==> src/rtl/fs_hs_pkg.sv <==
// Shared definitions for the fs_hs registered ripple-borrow subtractor.
// Holds the default width and the half-subtractor cell equations.
package fs_hs_pkg;

    localparam int FS_HS_DEFAULT_WIDTH = 1;

    function automatic logic hs_diff(input logic x, input logic y);
        return x ^ y;
    endfunction

    function automatic logic hs_borrow(input logic x, input logic y);
        return ~x & y;
    endfunction

endpackage

==> src/rtl/fs_hs_half_sub.sv <==
// One-bit half subtractor: d = x - y (mod 2), bo = borrow out.
module fs_hs_half_sub
    import fs_hs_pkg::*;
(
    input  logic x,
    input  logic y,
    output logic d,
    output logic bo
);

    assign d  = hs_diff(x, y);
    assign bo = hs_borrow(x, y);

endmodule

==> src/rtl/fs_hs.sv <==
// Registered ripple-borrow subtractor: {bor, sub} = a - b - bin, one-cycle latency.
// Optional registered zero flag on the difference when FS_HS_ZERO_FLAG_EN is defined.
module fs_hs
    import fs_hs_pkg::*;
#(
    parameter int WIDTH = FS_HS_DEFAULT_WIDTH
) (
    input  logic             clk,
    input  logic             rst,
    input  logic             in_valid,
    input  logic [WIDTH-1:0] a,
    input  logic [WIDTH-1:0] b,
    input  logic             bin,
    output logic [WIDTH-1:0] sub,
    output logic             bor,
    output logic             out_valid
`ifdef FS_HS_ZERO_FLAG_EN
    ,
    output logic             zero
`endif
);

    typedef struct packed {
        logic             bor;
        logic [WIDTH-1:0] sub;
    } fs_hs_res_t;

    logic [WIDTH:0]   chain;
    logic [WIDTH-1:0] d1;
    logic [WIDTH-1:0] b1;
    logic [WIDTH-1:0] b2;
    logic [WIDTH-1:0] diff;

    fs_hs_res_t res_next;
    fs_hs_res_t res_reg;
    logic       valid_reg;

    assign chain[0] = bin;

    // Each bit: HS1 on the operands, HS2 folds in the incoming borrow.
    generate
        for (genvar gi = 0; gi < WIDTH; gi++) begin : g_bit
            fs_hs_half_sub u_hs1 (
                .x  (a[gi]),
                .y  (b[gi]),
                .d  (d1[gi]),
                .bo (b1[gi])
            );

            fs_hs_half_sub u_hs2 (
                .x  (d1[gi]),
                .y  (chain[gi]),
                .d  (diff[gi]),
                .bo (b2[gi])
            );

            assign chain[gi+1] = b1[gi] | b2[gi];
        end
    endgenerate

    assign res_next.sub = diff;
    assign res_next.bor = chain[WIDTH];

`ifdef FS_HS_ZERO_FLAG_EN
    logic zero_reg;

    always_ff @(posedge clk or posedge rst) begin
        if (rst) begin
            zero_reg <= 1'b0;
        end else if (in_valid) begin
            zero_reg <= (res_next.sub == '0);
        end
    end

    assign zero = zero_reg;
`endif

    always_ff @(posedge clk or posedge rst) begin
        if (rst) begin
            res_reg   <= '0;
            valid_reg <= 1'b0;
        end else begin
            valid_reg <= in_valid;
            if (in_valid) begin
                res_reg <= res_next;
            end
        end
    end

    assign sub       = res_reg.sub;
    assign bor       = res_reg.bor;
    assign out_valid = valid_reg;

endmodule

==> config.mk <==
export PLATFORM = sky130hd
export DESIGN_NAME = fs_hs
export DESIGN_NICKNAME = d
export VERILOG_FILES = /design/src/rtl/fs_hs_pkg.sv /design/src/rtl/fs_hs_half_sub.sv /design/src/rtl/fs_hs.sv
export SDC_FILE = /design/constraint.sdc
export NUM_CORES = 1
export LEC_CHECK = 0
export CAP_MARGIN = 20
export CORE_AREA = 2 2 39 41
export DETAILED_ROUTE_END_ITERATION = 6
export DIE_AREA = 0 0 41 43
export HOLD_SLACK_MARGIN = 0.02
export MAX_ROUTING_LAYER = met4
export PLACE_DENSITY_LB_ADDON = 0.25
export SYNTH_ARGS = -nofsm -noshare
export SYNTH_HDL_FRONTEND = slang
export SYNTH_SLANG_ARGS = --single-unit
==> constraint.sdc <==
create_clock -name clk -period 0.8 [get_ports clk]
set_input_delay 0.24 -clock clk [delete_from_list [all_inputs] [get_ports clk]]
set_output_delay 0.24 -clock clk [all_outputs]
set_load 0.05 [all_outputs]
* After elaboration in Yosys (flattened, before gate mapping)
Index checks and enable logic that the tools add are counted.
** Cells by class
- Shifts and indexed selects :: 0
- Equal/unequal tests :: 0
- Bitwise operators :: 7
- Order comparisons :: 0
- Add/subtract/negate cells :: 0
- Mux-type cells :: 0
- Divide/modulo/power cells :: 0
- Reductions and logical operators :: 0
- $mul :: 0
** Operators with widths (number)
- $and A1 B1 Y1 :: 2
- $not A1 Y1 :: 2
- $xor A1 B1 Y1 :: 2
- $or A1 B1 Y1 :: 1
** Word-level totals
- Output and inout bits :: 3
- Memories :: 0
- RAM bits :: 0
- Register bits :: 3
- Latch bits :: 0
- ROM bits :: 0

* Depth between registers and ports, before layout
- Depth after elaboration :: 4
- Gate-level depth with buffers :: 3
- Gate-level depth less buffers :: 3

* By module
A second synthesis with hierarchy kept.
** Unflattened totals
- Cells, all modules :: 14
- Area, all modules :: 146.4 um2
** Modules (own cells, without submodules)
- fs_hs :: sequential area each 75.1 um2, times used 1, cells each 8, area each 106.4 um2
- fs_hs_half_sub :: sequential area each 0.0 um2, times used 2, cells each 3, area each 20.0 um2

* Least setup slack after synthesis
OpenSTA, ideal clock, no wires.
- Path type :: input-to-reg
- Start point :: input port b
- End point :: register res_reg, in the netlist sub
- Data required time :: 0.675 ns
- Data arrival time :: 0.957 ns
- Setup slack :: -0.282 ns
- Stages on the path :: 3
- Library setup time :: 0.125 ns
- Cells stage by stage :: inv_1 > fa_1 > mux2_4
** On the way
- Longest elaborated chain between the ends :: 2
** Ends and longest elaborated chain
- start: declaration :: line fs_hs.sv:12 : input logic [WIDTH-1:0] b,
- $xor A1 B1 Y1 (2 in a row) :: line fs_hs_pkg.sv:8 : return x ^ y;
- named net diff :: line fs_hs.sv:32 : logic [WIDTH-1:0] diff;
- end signal: assignment :: line fs_hs.sv:85 : res_reg <= res_next;
- end: declaration :: line fs_hs.sv:35 : fs_hs_res_t res_reg;
The timed path passes the listed nets, and every way through them passes these cells.
A chain may end at the register's enable or synchronous reset.

* Worst setup path after layout
- Start point :: register res_reg, in the netlist bor
- End point :: output port bor
** RTL lines
- end: declaration :: line fs_hs.sv:15 : output logic bor,
No word-level cell between the ends.

==> impl_summary.txt <==
----------------------------------------------------
[Yosys]
  Count of state elements after synthesis ... 3
  Sequential element share of the synthesized area ... 0.5769
  Area share of the largest cell type after synthesis ... 0.5769
  Synthesized area divided by synthesized cell count ... 13.01 um2
  Ys Warns ... 0
  Number of distinct library cells after synthesis ... 6
  Synth Cell Area ... 130.1 um2
  Number of standard cells after synthesis ... 10
  Synth top area cells ... dfrtp_1 (58%), fa_1 (15%), mux2_4 (12%)
  Post-Synthesis Net Count ... 17
  Leading area contributor after synthesis ... dfrtp_1

[Cells and area]
  Leading cell types in the layout, fill and taps excluded ... clkbuf_4 (3), buf_12 (3), dfrtp_2 (2)
  Layout Area Growth over Synthesis ... 137.5%
  Layout Utilization ... 0.2233
  Nets ... 31
  Inserted Diodes ... 0
  Layout cells sized above 1 ... 0.6957

[Setup path]
  Crit path max-delay family ... flip-flops
  Endpoint required time on the critical path ... 0.56 ns
  Worst-case reg-to-reg path depth ... 2
  Arrival time worst endpoint ... 0.80 ns
  Buffers plus inverters on the worst setup path ... 1
  Slowest stage cell, crit path ... dfrtp_2
  Ordered list of cells on the worst path ... buf_12
  Worst setup SP type ... flip-flop
  Highest net fanout along the worst path ... 2
  Worst setup path category ... flip-flop to output port
  Maximum cell stage delay along the critical path ... 0.42 ns
  Number of logic stages on the critical path including buffering ... 1
  Worst Setup End Kind ... output port

[Min path]
  Hold/Removal Path Class ... input pin to asynchronous set/reset pin

[Routing]
  Routed length per placed instance ... 7.103 um
  Initial drt markers ... 0
  DR WL met3 ... 59 um
  DRC violation count after routing ... 0
  TritonRoute pass-1 iters ... 1
  Post-detailed-routing wire length ... 277 um
  Vias ... 116
  Average vias per placed instance ... 2.974
  Highest routed metal layer ... met4
  Routed length on met1 ... 93 um
  ANT nets after route ... 0
  Metal2 WL ... 99 um

[Clock network]
  H-tree depth ... 1
  Count of hold-fix buffers inserted at cts ... 0
  TritonCTS Buffers ... 3
  CTS tree ... yes
  Worst-case clock buffer depth ... 2
  Clock root buffer ... clkbuf_4
  # clock sinks ... 3
  Clk slew on worst S/H paths ... 0.04 ns
  Clock network latency to the later pin of the worst-skew pair ... 0.23 ns

[Power and ir drop]
  Int Power ... 484.0 uW
  Fraction of power consumed by combinational cells ... 0.329
  Net Sw Power ... 198.2 uW
  Power per standard cell area ... 2208 nW/um2
  Sw Ratio ... 0.2905
  Leakage Power ... 0.1413 nW
  Clock network fraction of design power ... 0.392
  VDD IR max ... 282.1 uV
  Sequential share of power ... 0.280

[GRT]
  Global Route Usage Sum ... 0.05475
  Via count of the first global-routing pass ... 125
  Leftover overflow at the end of global routing ... 0
  First-pass GRT wire length ... 496 um
  Initial antenna violation count ... 0
  Largest net degree at the start of global routing ... 5

[Status]
  Run status ... finished with violations
  Failing checks ... setup timing

[Timing]
  Achievable clock frequency ... 960.4 MHz
  Setup repair after global routing missed its margin ... yes
  Worst setup slack after layout ... -0.2412 ns
  Minimum clock period after layout ... 1.041 ns
  Final hold violations ... 0
  Endpoints failing setup ... 4
  Hold slack ... 0.1764 ns
  Worst slew margin relative to its limit ... 0.8974
  Final period util ... 1.302
  Transition time of the tightest slew-check pin ... 0.1539 ns
  Setup Total Neg Slack ... -0.8208 ns
  Post-route clock skew ... 0 ns
  Max Slew Vio Count ... 0

[Floorplanning]
  Die Footprint ... 1763 um2
  Io pins ... 9
  Core Footprint ... 1384 um2
  Initial Util ... 0.09403
  Floorplan die height ... 43 um
  Number of placement rows ... 14
  Die width ... 41 um

[Placement]
  Setup Slack @ Placement ... -0.8757 ns
  Number of buffers added on ports ... 8
  Final RePlAce weighted congestion ... 0.5433

[Flow run]
  Max-cap check violation count ... 0

----------------------------------------------------
==> layout make-up <==
class,instances,area [um2]
repair buffers,9,117.6
inverters,3,21.27
fillers,156,1075
clock buffers,4,26.28
well taps,16,20.02
multi-input cells,4,46.29
flip-flops and latches,3,77.57
==> synth_stat cells, drive strengths merged <==
| library cell | instances |
|---|---|
| a21oi | 1 |
| mux2 | 1 |
| dfrtp | 3 |
| inv | 3 |
| fa | 1 |
| nor2 | 1 |
==> sequential cells by signal (all words and copies together) (netlist names) <==
register	count
bor	1
out_valid	1
sub	1
==> per-layer routing <==
layer  global-route usage  vias to the layer above
li1                     -                       54
met1              0.03909                       47
met2              0.05000                       11
met3              0.05236                        4
met4               0.1000                        0
met5                    -                        -
==> cells by family (layout without fill, tap and decap cells) <==
family                     after synthesis  after routing  share of synthesized area
adders and majority gates                1              1                     0.1539
AOI/OAI and AO/OA                        1              1                    0.03842
muxes                                    1              1                     0.1154
buffers and inverters                    3             16                    0.08653
and+or+nand+nor                          1              1                    0.02882
DFF                                      3              3                     0.5769
==> per-stage QoR <==
step	area [um2]	std cells	power, mW
floorplan	142.6	10	0.2809
global placement	272.8	34	0.4001
detailed placement	272.8	34	0.4046
CTS	306.5	39	0.6968
global route	309.0	39	0.7350
finish	309.0	39	0.6822
==> path summary, 6_finish.rpt <==
check | from | to | slack (ns)
worst max-delay path | bor | bor | -0.24
worst max register to register | sub | sub | -0.11
max in group asynchronous | rst | out_valid | 0.48
worst min-delay path | rst | sub | 0.18
worst min register to register | bor | bor | 0.57
min in group clk | in_valid | out_valid | 0.34
==> power groups by stage <==
| stage | Clock [mW] | Sequential, mW | Combinational, mW |
|---|---|---|---|
| CTS | 0.280 | 0.191 | 0.225 |
| detailed placement | 0 | 0.194 | 0.211 |
| finish | 0.267 | 0.191 | 0.224 |
| global placement | 0 | 0.193 | 0.207 |
| floorplan | 0 | 0.248 | 0.0334 |
| global route | 0.306 | 0.192 | 0.237 |
==> repair_timing <==
| action | 4_1_cts | 5_1_grt |
|---|---|---|
| buffers inserted | 1 | 0 |
| setup endpoints to repair | 5 | 4 |
| gates resized for setup | 17 | 1 |
| pin swaps | 1 | 1 |
Note: power is estimated with default switching activity, not from simulation.
